--- src/rtl/vga_timing_analyzer_if.sv ---
// rtl/vga_timing_analyzer_if.sv - timing stream in, recovered coordinates and measurements out
interface vga_timing_analyzer_if #(
   parameter int HCNT_W = 11,
   parameter int VCNT_W = 10
);
   logic              hsync_n_i;
   logic              vsync_n_i;
   logic              blank_n_i;
   logic              pixel_valid_o;
   logic [HCNT_W-1:0] x_o;
   logic [VCNT_W-1:0] y_o;
   logic              end_of_line_o;
   logic              end_of_frame_o;
   logic [HCNT_W-1:0] h_total_o;
   logic [VCNT_W-1:0] v_total_o;
   logic              locked_o;

   // timing source side: drives the sync stream, observes the results
   modport master (
      output hsync_n_i, vsync_n_i, blank_n_i,
      input  pixel_valid_o, x_o, y_o, end_of_line_o, end_of_frame_o,
             h_total_o, v_total_o, locked_o
   );

   // analyzer side
   modport slave (
      input  hsync_n_i, vsync_n_i, blank_n_i,
      output pixel_valid_o, x_o, y_o, end_of_line_o, end_of_frame_o,
             h_total_o, v_total_o, locked_o
   );
endinterface

--- src/rtl/vga_timing_analyzer.sv ---
// rtl/vga_timing_analyzer.sv - recovers pixel coordinates, line/frame lengths and lock from a VGA timing stream
module vga_timing_analyzer #(
   parameter int HCNT_W      = 11,
   parameter int VCNT_W      = 10,
   parameter int LOCK_FRAMES = 2
) (
   input  logic                 clk_i,
   input  logic                 rst_i,
   vga_timing_analyzer_if.slave bus
);
   localparam int                SCNT_W   = $clog2(LOCK_FRAMES + 1);
   localparam logic [SCNT_W-1:0] LOCK_CNT = SCNT_W'(LOCK_FRAMES);
   localparam logic [HCNT_W-1:0] HCNT_MAX = '1;
   localparam logic [VCNT_W-1:0] VCNT_MAX = '1;

   // input stage: registered sample, its previous value, and a primed flag
   logic in_vld_q;
   logic hs_s_q, vs_s_q, bl_s_q;
   logic hs_p_q, vs_p_q, bl_p_q;

   // internal counters and measurement state
   logic [HCNT_W-1:0] x_q, x_d;
   logic [VCNT_W-1:0] y_q, y_d;
   logic [HCNT_W-1:0] hcount_q, hcount_d;
   logic [VCNT_W-1:0] vcount_q, vcount_d;
   logic              h_meas_q, h_meas_d;
   logic              v_meas_q, v_meas_d;
   logic              h_have_q, h_have_d;
   logic              v_have_q, v_have_d;
   logic              frame_ok_q, frame_ok_d;
   logic [SCNT_W-1:0] stable_q, stable_d;

   // output registers
   logic              pv_q, pv_d;
   logic [HCNT_W-1:0] xo_q, xo_d;
   logic [VCNT_W-1:0] yo_q, yo_d;
   logic              eol_q, eol_d;
   logic              eof_q, eof_d;
   logic [HCNT_W-1:0] h_total_q, h_total_d;
   logic [VCNT_W-1:0] v_total_q, v_total_d;
   logic              locked_q, locked_d;

   logic              hs_fall, vs_fall, bl_fall;
   logic              h_sat, v_sat;
   logic [HCNT_W-1:0] h_len;
   logic              h_mis, v_match;

   assign hs_fall = hs_p_q & ~hs_s_q;
   assign vs_fall = vs_p_q & ~vs_s_q;
   assign bl_fall = bl_p_q & ~bl_s_q;
   assign h_sat   = (hcount_q == HCNT_MAX);
   assign v_sat   = (vcount_q == VCNT_MAX);
   assign h_len   = hcount_q + 1'b1;

   // sample the asynchronous-looking stream; idle-high reset keeps the first compare edge-free
   always_ff @(posedge clk_i) begin
      if (rst_i) begin
         in_vld_q <= 1'b0;
         hs_s_q   <= 1'b1;
         vs_s_q   <= 1'b1;
         bl_s_q   <= 1'b1;
         hs_p_q   <= 1'b1;
         vs_p_q   <= 1'b1;
         bl_p_q   <= 1'b1;
      end else begin
         in_vld_q <= 1'b1;
         hs_s_q   <= bus.hsync_n_i;
         vs_s_q   <= bus.vsync_n_i;
         bl_s_q   <= bus.blank_n_i;
         hs_p_q   <= hs_s_q;
         vs_p_q   <= vs_s_q;
         bl_p_q   <= bl_s_q;
      end
   end

   // next-state for coordinates, measurements and lock; nothing moves until a real sample is held
   always_comb begin
      x_d        = x_q;
      y_d        = y_q;
      hcount_d   = hcount_q;
      vcount_d   = vcount_q;
      h_meas_d   = h_meas_q;
      v_meas_d   = v_meas_q;
      h_have_d   = h_have_q;
      v_have_d   = v_have_q;
      frame_ok_d = frame_ok_q;
      stable_d   = stable_q;
      pv_d       = pv_q;
      xo_d       = xo_q;
      yo_d       = yo_q;
      eol_d      = eol_q;
      eof_d      = eof_q;
      h_total_d  = h_total_q;
      v_total_d  = v_total_q;
      locked_d   = locked_q;
      h_mis      = 1'b0;
      v_match    = 1'b0;

      if (in_vld_q) begin
         pv_d  = bl_s_q;
         xo_d  = bl_s_q ? x_q : '0;
         yo_d  = bl_s_q ? y_q : '0;
         eol_d = bl_fall;
         eof_d = vs_fall;

         if (bl_fall) begin
            x_d = '0;
         end else if (bl_s_q) begin
            x_d = x_q + 1'b1;
         end

         // a frame start wins over a line end landing on the same cycle
         if (vs_fall) begin
            y_d = '0;
         end else if (bl_fall) begin
            y_d = y_q + 1'b1;
         end

         // a saturated count means sync was lost, so it is never taken as a length
         if (hs_fall) begin
            hcount_d = '0;
            h_meas_d = 1'b1;
            if (h_meas_q && !h_sat) begin
               h_total_d = h_len;
               h_have_d  = 1'b1;
               h_mis     = h_have_q && (h_len != h_total_q);
            end
         end else if (!h_sat) begin
            hcount_d = hcount_q + 1'b1;
         end

         // an hs_fall coinciding with vs_fall belongs to the new frame
         if (vs_fall) begin
            vcount_d = {{(VCNT_W-1){1'b0}}, hs_fall};
            v_meas_d = 1'b1;
            if (v_meas_q && !v_sat) begin
               v_total_d = vcount_q;
               v_have_d  = 1'b1;
               v_match   = v_have_q && (vcount_q == v_total_q);
            end
         end else if (hs_fall && !v_sat) begin
            vcount_d = vcount_q + 1'b1;
         end

         if (vs_fall) begin
            if (v_match && frame_ok_q) begin
               stable_d = (stable_q == LOCK_CNT) ? LOCK_CNT : stable_q + 1'b1;
            end else begin
               stable_d = '0;
            end
            frame_ok_d = 1'b1;
         end

         if (h_mis || h_sat || v_sat) begin
            stable_d   = '0;
            frame_ok_d = 1'b0;
         end

         locked_d = (stable_d == LOCK_CNT);
      end
   end

   // state and output registers
   always_ff @(posedge clk_i) begin
      if (rst_i) begin
         x_q        <= '0;
         y_q        <= '0;
         hcount_q   <= '0;
         vcount_q   <= '0;
         h_meas_q   <= 1'b0;
         v_meas_q   <= 1'b0;
         h_have_q   <= 1'b0;
         v_have_q   <= 1'b0;
         frame_ok_q <= 1'b0;
         stable_q   <= '0;
         pv_q       <= 1'b0;
         xo_q       <= '0;
         yo_q       <= '0;
         eol_q      <= 1'b0;
         eof_q      <= 1'b0;
         h_total_q  <= '0;
         v_total_q  <= '0;
         locked_q   <= 1'b0;
      end else begin
         x_q        <= x_d;
         y_q        <= y_d;
         hcount_q   <= hcount_d;
         vcount_q   <= vcount_d;
         h_meas_q   <= h_meas_d;
         v_meas_q   <= v_meas_d;
         h_have_q   <= h_have_d;
         v_have_q   <= v_have_d;
         frame_ok_q <= frame_ok_d;
         stable_q   <= stable_d;
         pv_q       <= pv_d;
         xo_q       <= xo_d;
         yo_q       <= yo_d;
         eol_q      <= eol_d;
         eof_q      <= eof_d;
         h_total_q  <= h_total_d;
         v_total_q  <= v_total_d;
         locked_q   <= locked_d;
      end
   end

   assign bus.pixel_valid_o  = pv_q;
   assign bus.x_o            = xo_q;
   assign bus.y_o            = yo_q;
   assign bus.end_of_line_o  = eol_q;
   assign bus.end_of_frame_o = eof_q;
   assign bus.h_total_o      = h_total_q;
   assign bus.v_total_o      = v_total_q;
   assign bus.locked_o       = locked_q;
endmodule

--- src/flat_wrapper.sv ---
// flat-port wrapper written by rule: the top's interface ports become plain ports
module vga_timing_analyzer_flat 
#(
   parameter int HCNT_W      = 11,
   parameter int VCNT_W      = 10,
   parameter int LOCK_FRAMES = 2
)
  (clk_i, rst_i, bus_hsync_n_i, bus_vsync_n_i, bus_blank_n_i, bus_pixel_valid_o, bus_x_o, bus_y_o, bus_end_of_line_o, bus_end_of_frame_o, bus_h_total_o, bus_v_total_o, bus_locked_o);
  vga_timing_analyzer_if #(.HCNT_W(HCNT_W), .VCNT_W(VCNT_W)) bus_i ();
  input  logic clk_i;
  input  logic rst_i;
  input wire logic [$bits(bus_i.hsync_n_i)-1:0] bus_hsync_n_i;
  input wire logic [$bits(bus_i.vsync_n_i)-1:0] bus_vsync_n_i;
  input wire logic [$bits(bus_i.blank_n_i)-1:0] bus_blank_n_i;
  output wire logic [$bits(bus_i.pixel_valid_o)-1:0] bus_pixel_valid_o;
  output wire logic [$bits(bus_i.x_o)-1:0] bus_x_o;
  output wire logic [$bits(bus_i.y_o)-1:0] bus_y_o;
  output wire logic [$bits(bus_i.end_of_line_o)-1:0] bus_end_of_line_o;
  output wire logic [$bits(bus_i.end_of_frame_o)-1:0] bus_end_of_frame_o;
  output wire logic [$bits(bus_i.h_total_o)-1:0] bus_h_total_o;
  output wire logic [$bits(bus_i.v_total_o)-1:0] bus_v_total_o;
  output wire logic [$bits(bus_i.locked_o)-1:0] bus_locked_o;
  assign bus_i.hsync_n_i = bus_hsync_n_i;
  assign bus_i.vsync_n_i = bus_vsync_n_i;
  assign bus_i.blank_n_i = bus_blank_n_i;
  assign bus_pixel_valid_o = bus_i.pixel_valid_o;
  assign bus_x_o = bus_i.x_o;
  assign bus_y_o = bus_i.y_o;
  assign bus_end_of_line_o = bus_i.end_of_line_o;
  assign bus_end_of_frame_o = bus_i.end_of_frame_o;
  assign bus_h_total_o = bus_i.h_total_o;
  assign bus_v_total_o = bus_i.v_total_o;
  assign bus_locked_o = bus_i.locked_o;
  vga_timing_analyzer #(.HCNT_W(HCNT_W), .VCNT_W(VCNT_W), .LOCK_FRAMES(LOCK_FRAMES)) u_core (.clk_i(clk_i), .rst_i(rst_i), .bus(bus_i));
endmodule
--- config.mk ---
export PLATFORM = sky130hd
export DESIGN_NAME = vga_timing_analyzer_flat
export DESIGN_NICKNAME = d
export VERILOG_FILES = /design/src/rtl/vga_timing_analyzer_if.sv /design/src/rtl/vga_timing_analyzer.sv /design/src/flat_wrapper.sv
export SDC_FILE = /design/constraint.sdc
export NUM_CORES = 1
export LEC_CHECK = 0
export ABC_AREA = 1
export CELL_PAD_IN_SITES_DETAIL_PLACEMENT = 0
export CELL_PAD_IN_SITES_GLOBAL_PLACEMENT = 2
export CORE_MARGIN = 2
export CORE_UTILIZATION = 34
export CTS_CLUSTER_DIAMETER = 60
export DETAILED_ROUTE_END_ITERATION = 8
export GPL_TIMING_DRIVEN = 0
export PLACE_DENSITY = 0.8
export SYNTH_ARGS = -nofsm -noshare
export SYNTH_HDL_FRONTEND = slang
export SYNTH_SLANG_ARGS = --single-unit
--- constraint.sdc ---
create_clock -name clk_i -period 4.8 [get_ports clk_i]
set_clock_uncertainty 0.2 [all_clocks]
set_input_delay 1.2 -clock clk_i [delete_from_list [all_inputs] [get_ports clk_i]]
set_output_delay 1.2 -clock clk_i [all_outputs]
set_load 0.01 [all_outputs]
==> impl_summary.md, run 1 <==
Drt
The routed layout has between 4000 and 5000 vias. In the final routed layout, each cell accounts on average for 13.55 um. The number of detailed-routing iterations run before antenna repair is 4. The ratio of routed vias to standard cells is approximately 4.8. In this run the remaining antenna-violating nets after routing total 0. After the first detailed-routing iteration, the DRC count stood at approximately 240.

The remaining routing DRC violations is 0. The wire length reported by the detailed router is 11.89 mm.

Worst setup path
For this design, the slowest cell found on the critical path is clkdlybuf4s50_1. STA classifies the critical path endpoint as an output pin. The worst path buffer plus inverter count is 1.

The critical-path maximum fanout is 3. STA puts the critical path data arrival time at ~1.3 ns. The critical setup path kind is register to output pin. The type of origin of the critical path is a register. The flop-to-flop setup slack is approximately 2.5 ns. On the worst path, the slowest cell contributes a delay of 0.56 ns. The startpoint identified for the worst register-to-register timing path is u_core.hcount_q[0].

At the worst endpoint, the required time is between 3 and 4 ns. The kind of cell with the highest combined delay on the critical path is buffers and inverters. The critical register-to-register path endpoint is u_core.frame_ok_q.

Walking the worst path, the cells encountered are clkdlybuf4s50_1. Measured in cells, the most critical reg-to-reg path has a length of 15.

Run
The number of violations of the max-capacitance limit is 0.

Timing
At the pin with the least slew margin, the transition time is around 0.67 ns. The fmax is 0.3707 GHz. The sum of negative setup slack is 0 ns. The worst hold slack is 0.2139 ns. The final number of max-transition violations came to 0. Headroom to the max-slew limit came out at 0.5561. In the finished design, the share of the clock period the worst path needs comes to 0.5619. Setup repair after global routing left no endpoint under its margin. Setup violations remaining at the end of the flow were counted as 0.

For the finished layout, the period the worst path requires is 2.697 ns. The final-report hold violation count is 0.

Min path
The hold-critical path endpoint is u_core.hs_p_q. In this run the most critical hold path is launched from u_core.hs_s_q. The path class of the tightest hold or removal check is register to register. The worst hold path was traced through 2 stages.

Final layout
The net count of the finished layout is around 700. In the final layout, the share of cells above drive strength 1 is 0.1026. The area growth from synthesis to layout is 22.08%. The repair_antennas step left the layout with diodes totalling 0.

Outcome
The flow ran to the end, and the final reports show no timing, DRC or antenna violations.

CTS
The clock network latency to the later pin of the worst-skew pair is around 0.35 ns. The H-tree generated during clock tree synthesis spans 3 levels. The number of gates given a new drive strength after cts is 0. The clock transition at the registers of the reported paths is 0.07 ns. The buffer cell driving the clock tree root is clkbuf_16. CTS saw just over 100 sinks. For this design, the CTS-stage hold fixing added 0 buffers. The clock passes through at most 2 buffers. In this run the post-CTS setup repair buffer count came out at 0. TritonCTS built the clock tree. The clock buffer count from CTS is 9.

Synth
The number of flops mapped to enable cells by yosys is 0. The number of instances in the synthesized netlist is 636. Of the synthesized area, sequential elements account for 0.4416. The number of nets handed over by synthesis was around 650. Averaged over all synthesized cells, the footprint is around 7.3 um^2. Among all flip-flop cells after synthesis, the most frequent one is dfxtp_1. The register bit total from synthesis is 102. The share of async-settable or async-resettable flops after synthesis is 0. The number of warnings printed during yosys synthesis is 0.

In this run the cell area of the synthesized design comes to approximately 4600 um^2. The number of distinct library cell variants in the gate-level netlist after synthesis is 38.

Floorplanning
The number of top-level pins is a little over 50. The die width is between 100 and 150 um. The floorplan has between 40 and 50 rows. The die covers ~15000 um^2.

For this configuration, the core starts out at a cell density of 0.3492. The placeable core region is between 10000 and 15000 um^2. In this run the vertical extent of the chip is 120.6 um.

GRT
The initial antenna violation count is 0. The number of global-route vias before repair came to 3916. The global-route total usage across every layer is 0.1720. The first global-routing pass estimated around 20 mm of wire. The largest net degree at the start of global routing is 17.

The global route total overflow is 0.

Power and ir drop
In this run the power density over the cells is 304.2 nW/um^2. The static leakage power is about 2.2 nW. IR analysis of the VDD net gives a maximum drop of around 0.16 mV.

Place
In this run the tool buffered the top-level ports with 50 buffer cells. After legalization and detailed placement, the total HPWL measured slightly below 9 mm. The congestion estimate from routability-driven global placement came to approximately 0.77.
==> worst register-to-register path: stages, from the launching register on <==
cell	delay, ns
dfxtp_1	0.43
ha_1	0.25
nand3_2	0.10
inv_1	0.14
nand2_2	0.09
o21ai_2	0.18
nand2_1	0.09
nand2_1	0.07
nand2_1	0.05
nor2_1	0.14
nand2_1	0.08
nand2_2	0.08
nand2_1	0.05
nand2_1	0.06
nand2_1	0.08
nor2_1	0.11
==> cells by family (layout without fill, tap and decap cells) <==
| group | count (synthesis) | in the layout | share of synthesized area |
|---|---|---|---|
| buf+inv | 95 | 161 | 0.08306 |
| compound gates | 136 | 136 | 0.1594 |
| simple gates | 289 | 289 | 0.2854 |
| xor+xnor | 9 | 9 | 0.01705 |
| fa+ha+maj | 5 | 5 | 0.01353 |
| flops | 102 | 102 | 0.4416 |
==> sequential cells by signal, indices dropped and copies added (netlist names), 2 cells and up <==
register and cells:
u_core.vcount_q 10, u_core.bus.y_o 10, u_core.bus.v_total_o 10, u_core.y_q 10
u_core.hcount_q 11, u_core.x_q 11, u_core.bus.x_o 11, u_core.bus.h_total_o 11
u_core.stable_q 2
==> power by group <==
part           switching [mW]  total [mW]  leakage [nW]  internal, mW
sequential             0.0108       0.868         0.825         0.857
clock                   0.328       0.745         0.148         0.417
combinational          0.0718       0.104          1.20        0.0326
total                   0.411        1.72          2.18          1.31
==> worst max path at each step <==
stage	start	endpoint	cells past startpoint
after detailed placement	rst_i	u_core.x_q[3]	4
final	u_core.bus.v_total_o[8]	bus_v_total_o[8]	1
after global placement	rst_i	u_core.vs_p_q	4
after CTS	u_core.bus.v_total_o[8]	bus_v_total_o[8]	1
after floorplan	rst_i	u_core.vs_p_q	3
after global routing	rst_i	u_core.vcount_q[6]	6
==> layer usage <==
layer	global-route usage	wire length (um)	vias to the layer above
met5	0	0	-
met4	0.05669	159	0
met3	0.02783	303	11
met2	0.2715	5330	57
met1	0.2390	6098	1907
li1	-	-	2200
==> placed cells by master, fill, tap and decap left out, drive strengths merged <==
cell	Yosys	final
xor2	9	9
ha	5	5
nand4	7	7
dfxtp	102	102
nand3	41	41
a21o	1	1
a31oi	2	2
clkinvlp	0	1
nand3b	1	1
clkbuf	11	21
o22ai	1	1
o21a	2	2
a211oi	7	7
a221oi	2	2
a22oi	1	1
buf	11	11
nand2	184	184
a21oi	87	87
o21ai	32	32
clkdlybuf4s50	0	50
or2	7	7
bufinv	0	1
clkinv	2	6
inv	71	71
nor2	43	43
nor3	6	6
o2111a	1	1
==> cells in the mapped netlist, drive strengths merged (2+ instances only) <==
cell type / number / area, um^2
a221oi: 2 / 17.52
nand2: 184 / 725.7
buf: 11 / 67.57
a21oi: 87 / 439.2
ha: 5 / 62.56
clkinv: 2 / 7.510
o21a: 2 / 15.01
a211oi: 7 / 52.55
clkbuf: 11 / 42.54
nor3: 6 / 30.03
nand4: 7 / 58.81
or2: 7 / 43.79
inv: 71 / 266.5
dfxtp: 102 / 2042
nand3: 41 / 225.2
o21ai: 32 / 167.7
nor2: 43 / 229.0
xor2: 9 / 78.83
a31oi: 2 / 12.51
==> metrics by stage <==
stage / worst slack (ns) / area [um^2] / instances / power, mW / util
6_report: 2.103 / 5645 / 878 / 1.717 / 0.4263
5_1_grt: 1.957 / 5645 / 878 / 1.784 / 0.4263
4_1_cts: 2.080 / 5645 / 878 / 1.743 / 0.4263
3_5_place_dp: 1.736 / 5345 / 862 / 0.9938 / 0.4036
3_3_place_gp: 1.763 / 5345 / 862 / 0.9933 / 0.4036
2_1_floorplan: 2.657 / 4624 / 636 / 0.9527 / -
==> area by class of cell <==
cell class	count	area, um^2
inverter	73	274.0
clock inverter	6	61.31
fill	1393	7597
sequential	102	2042
clock buffer	10	239.0
multi-input combinational	439	2198
buffer	22	110.1
timing repair buffer	50	500.5
tap	176	220.2
(Power assumes the default switching activity.)
==> run 2: changes to the inputs <==
Settings changed: CORE_UTILIZATION 34 to 32, PLACE_DENSITY 0.8 to 0.76.
Clock period 4.8 ns to 2.75 ns, I/O delays scaled along.
==> run 2 against run 1 <==
Largest cell class unchanged. Global-route usage down 0.90 points. Critical path depth up 11. Largest power group unchanged. Critical path type is now register to register. Non-clock buffer count unchanged.
==> impl_summary.md, run 2 (synthesis gave the netlist of run 1 again) <==
Place
The placed wire-length estimate is 8.890 mm (was 8.740 mm). The worst setup slack before clock tree synthesis was 0.1388 ns (was 1.736 ns). The number of buffers inserted by port buffering is 50 (unchanged). The final weighted congestion in routability-driven placement is 0.8084 (was 0.7742).

Timing
The slew of the pin with the lowest slew margin is 0.7775 ns (was 0.6659 ns). The final number of max-transition violations is 0 (unchanged). Of the available clock period, the critical path in the final layout requires 0.8303. Timing would allow up to between 0.4 and 0.5 GHz. RSZ-0062 raised after global routing: no (unchanged). The sum of negative setup slack came to 0 ns (unchanged).

The total setup violations reported at the end of the flow came to 0 (unchanged). The worst-case headroom to the max-slew limit is 0.4817 (was 0.5561). The final-report hold violation count is 0 (unchanged). The smallest setup slack after layout is 0.4666 ns (was 2.103 ns).

Counting I/O delays and the setup requirement, the final critical path takes between 2 and 2.5 ns.

GRT
The wire length of the first global-routing pass came to 20.22 mm (was 19.64 mm). The global-route total usage across every layer is 0.1630 (was 0.1720). The number of global-route vias before repair came to 4084 (was 3916). The largest net degree at the start of global routing was 16 (was 17). The initial antenna violation count is 0 (unchanged). The global route total overflow came to 0 (unchanged).

Final layout
Commonest cells after routing, fill and taps aside: 174 x nand2_1, 102 x dfxtp_1, 86 x a21oi_1 (unchanged). The final net count is 707 (unchanged). The number of inserted diodes came to 0 (unchanged). The proportion of layout cells with a drive suffix above 1 is 0.09843 (was 0.1026). The signed area change from the synthesized netlist to the final layout is 21.27% (was 22.08%).

The most frequent standard cell in the layout excluding fill and tap cells is nand2_1 (unchanged).

CTS
The number of gates given a new drive strength after cts is 0 (unchanged). The buffer cell driving the clock tree root is clkbuf_16 (unchanged). The clock buffer count from CTS is 9 (unchanged).

The clock network latency to the later pin of the worst-skew pair is 0.35 ns (about the same). The buffer levels on the longest clock path is 2 (unchanged). The deepest level of the CTS H-tree is 3 (unchanged). The clock transition at the registers of the reported paths is 0.07 ns (about the same). The number of clock sinks seen by CTS is 102 (unchanged).

The number of hold buffers added after CTS came to 0 (unchanged). The post-CTS setup repair buffer count is 0 (unchanged). The clock tree from TritonCTS is yes (unchanged).

Power and ir drop
The share of total power in sequential cells is 0.526 (was 0.505). The power density over the cells was 514.0 nW/um^2 (was 304.2 nW/um^2). The combinational group share of total power is 0.064 (was 0.061).

The net switching fraction of the power is 0.2505 (was 0.2392). The switching power is 0.7221 mW (was 0.4109 mW). The static leakage power was 2.149 nW (was 2.176 nW). The internal portion of total power is 2.160 mW (was 1.307 mW). The clock power share is 0.410 (was 0.434). The peak ir drop on the vdd network is 0.3986 mV (was 0.1650 mV).

Worst setup path
The data required time at the worst endpoint is 2.83 ns (was 3.40 ns). The critical path endpoint category is a register (was output pin). Series of cell instances along the critical path: ha_1 > nand3_2 > inv_1 > nand2_2 > inv_1 > nand3_2 > nand2_1 > nor2_1 > inv_1 > buf_2 > o21ai_0 > a21oi_1 (was clkdlybuf4s50_1). The critical setup path kind is register to register (was register to output pin).

In this design, the critical path's most frequently occurring cell is inv_1. The worst path buffer plus inverter count is 4 (was 1). The critical-path maximum fanout is 10 (was 3). The slowest stage cell on the critical path was dfxtp_1 (was clkdlybuf4s50_1). The type of origin of the critical path was a register (unchanged). The kind of cell with the highest combined delay on the critical path is buffers and inverters (unchanged).

The critical path arrival is 2.36 ns (was 1.30 ns). The delay of the slowest cell on the worst path came to 0.44 ns (was 0.56 ns).

Drt
The routed wire length per instance is 14.06 um (was 13.55 um). The overall via count from detail_route is 4165 (was 4175). The ratio of routed vias to standard cells is 4.728 (was 4.755). The starting DRC count in detailed routing came to 152 (was 243). The number of detailed-routing iterations run before antenna repair came to 4 (unchanged). The remaining routing DRC violations is 0 (unchanged).

The wire length reported by the detailed router is 12.38 mm (was 11.89 mm). The post-route antenna net violation count was 0 (unchanged).

Floorplanning
The number of placement rows is 43 (was 42). The floorplan die area is 15430 um^2 (was 14550 um^2). The number of top-level pins is 51 (unchanged).

The placeable core region is 13990 um^2 (was 13240 um^2). The die width is 124.2 um (was 120.6 um). The initial core utilization came to 0.3306 (was 0.3492). The chip height is 124.2 um (was 120.6 um).

Run
The number of violations of the max-capacitance limit was 0 (unchanged).

Outcome
Run status: finished clean (unchanged).

Min path
The class of the tightest hold or removal check is register to register (unchanged).
## run 2: changes by cell type in the layout (fill, tap and decap cells not counted)
cell,previous run,this run
clkinv_2,3,2
clkbuf_1,10,12
bufinv_16,1,0
clkbuf_8,1,0
clkinvlp_4,1,2
clkinv_4,1,0
## run 2: worst paths after layout
check,from,end,slack (ns),cells past startpoint
max,u_core.hcount_q[0],u_core.bus.h_total_o[4],0.47,12
min,u_core.hs_s_q,u_core.hs_p_q,0.22,2
max reg2reg,u_core.hcount_q[0],u_core.bus.h_total_o[4],0.47,12
min reg2reg,u_core.hs_s_q,u_core.hs_p_q,0.22,2
## run 2: routing by layer
metal / vias to the layer above / wire length (um) / track usage
met5: - / 0 / 0
met4: 0 / 173 / 0.04494
met3: 8 / 559 / 0.04862
met2: 65 / 5613 / 0.2674
met1: 1907 / 6036 / 0.2083
li1: 2185 / - / -
## run 2: area by class of cell
cell class / instances / area (um^2)
fillers: 1515 / 8381
multi-input cells: 439 / 2198
flip-flops and latches: 102 / 2042
repair buffers: 50 / 500.5
inverters: 73 / 274.0
clock buffers: 11 / 232.7
well taps: 180 / 225.2
plain buffers: 22 / 110.1
clock inverters: 4 / 25.02
## run 2: per-stage QoR
| step | instances | util | area [um^2] | total power [mW] | hold WS (ns) |
|---|---|---|---|---|---|
| after floorplan | 636 | - | 4624 | 1.663 | 0.1917 |
| after global placement | 866 | 0.3825 | 5350 | 1.736 | 0.2015 |
| after detailed placement | 866 | 0.3825 | 5350 | 1.737 | 0.2088 |
| after CTS | 881 | 0.4009 | 5608 | 2.931 | 0.2254 |
| after global routing | 881 | 0.4009 | 5608 | 3.011 | 0.2602 |
| final | 881 | 0.4009 | 5608 | 2.882 | 0.2202 |
## run 2: power by group through the flow
stage | Sequential, mW | Combinational [mW] | Clock, mW
2_1_floorplan | 1.55 | 0.116 | 0
3_3_place_gp | 1.55 | 0.188 | 0
4_1_cts | 1.51 | 0.189 | 1.23
5_1_grt | 1.52 | 0.207 | 1.29
3_5_place_dp | 1.55 | 0.188 | 0
6_report | 1.52 | 0.185 | 1.18
## run 2: worst register-to-register path, delay by kind of cell, from the launching register on
family,cells,cell delay (ns)
AND/OR/NAND/NOR,5,0.44
flip-flops,1,0.44
AO/OA/AOI/OAI,2,0.26
adder cells (fa/ha/maj),1,0.25
buffers and inverters,4,0.61
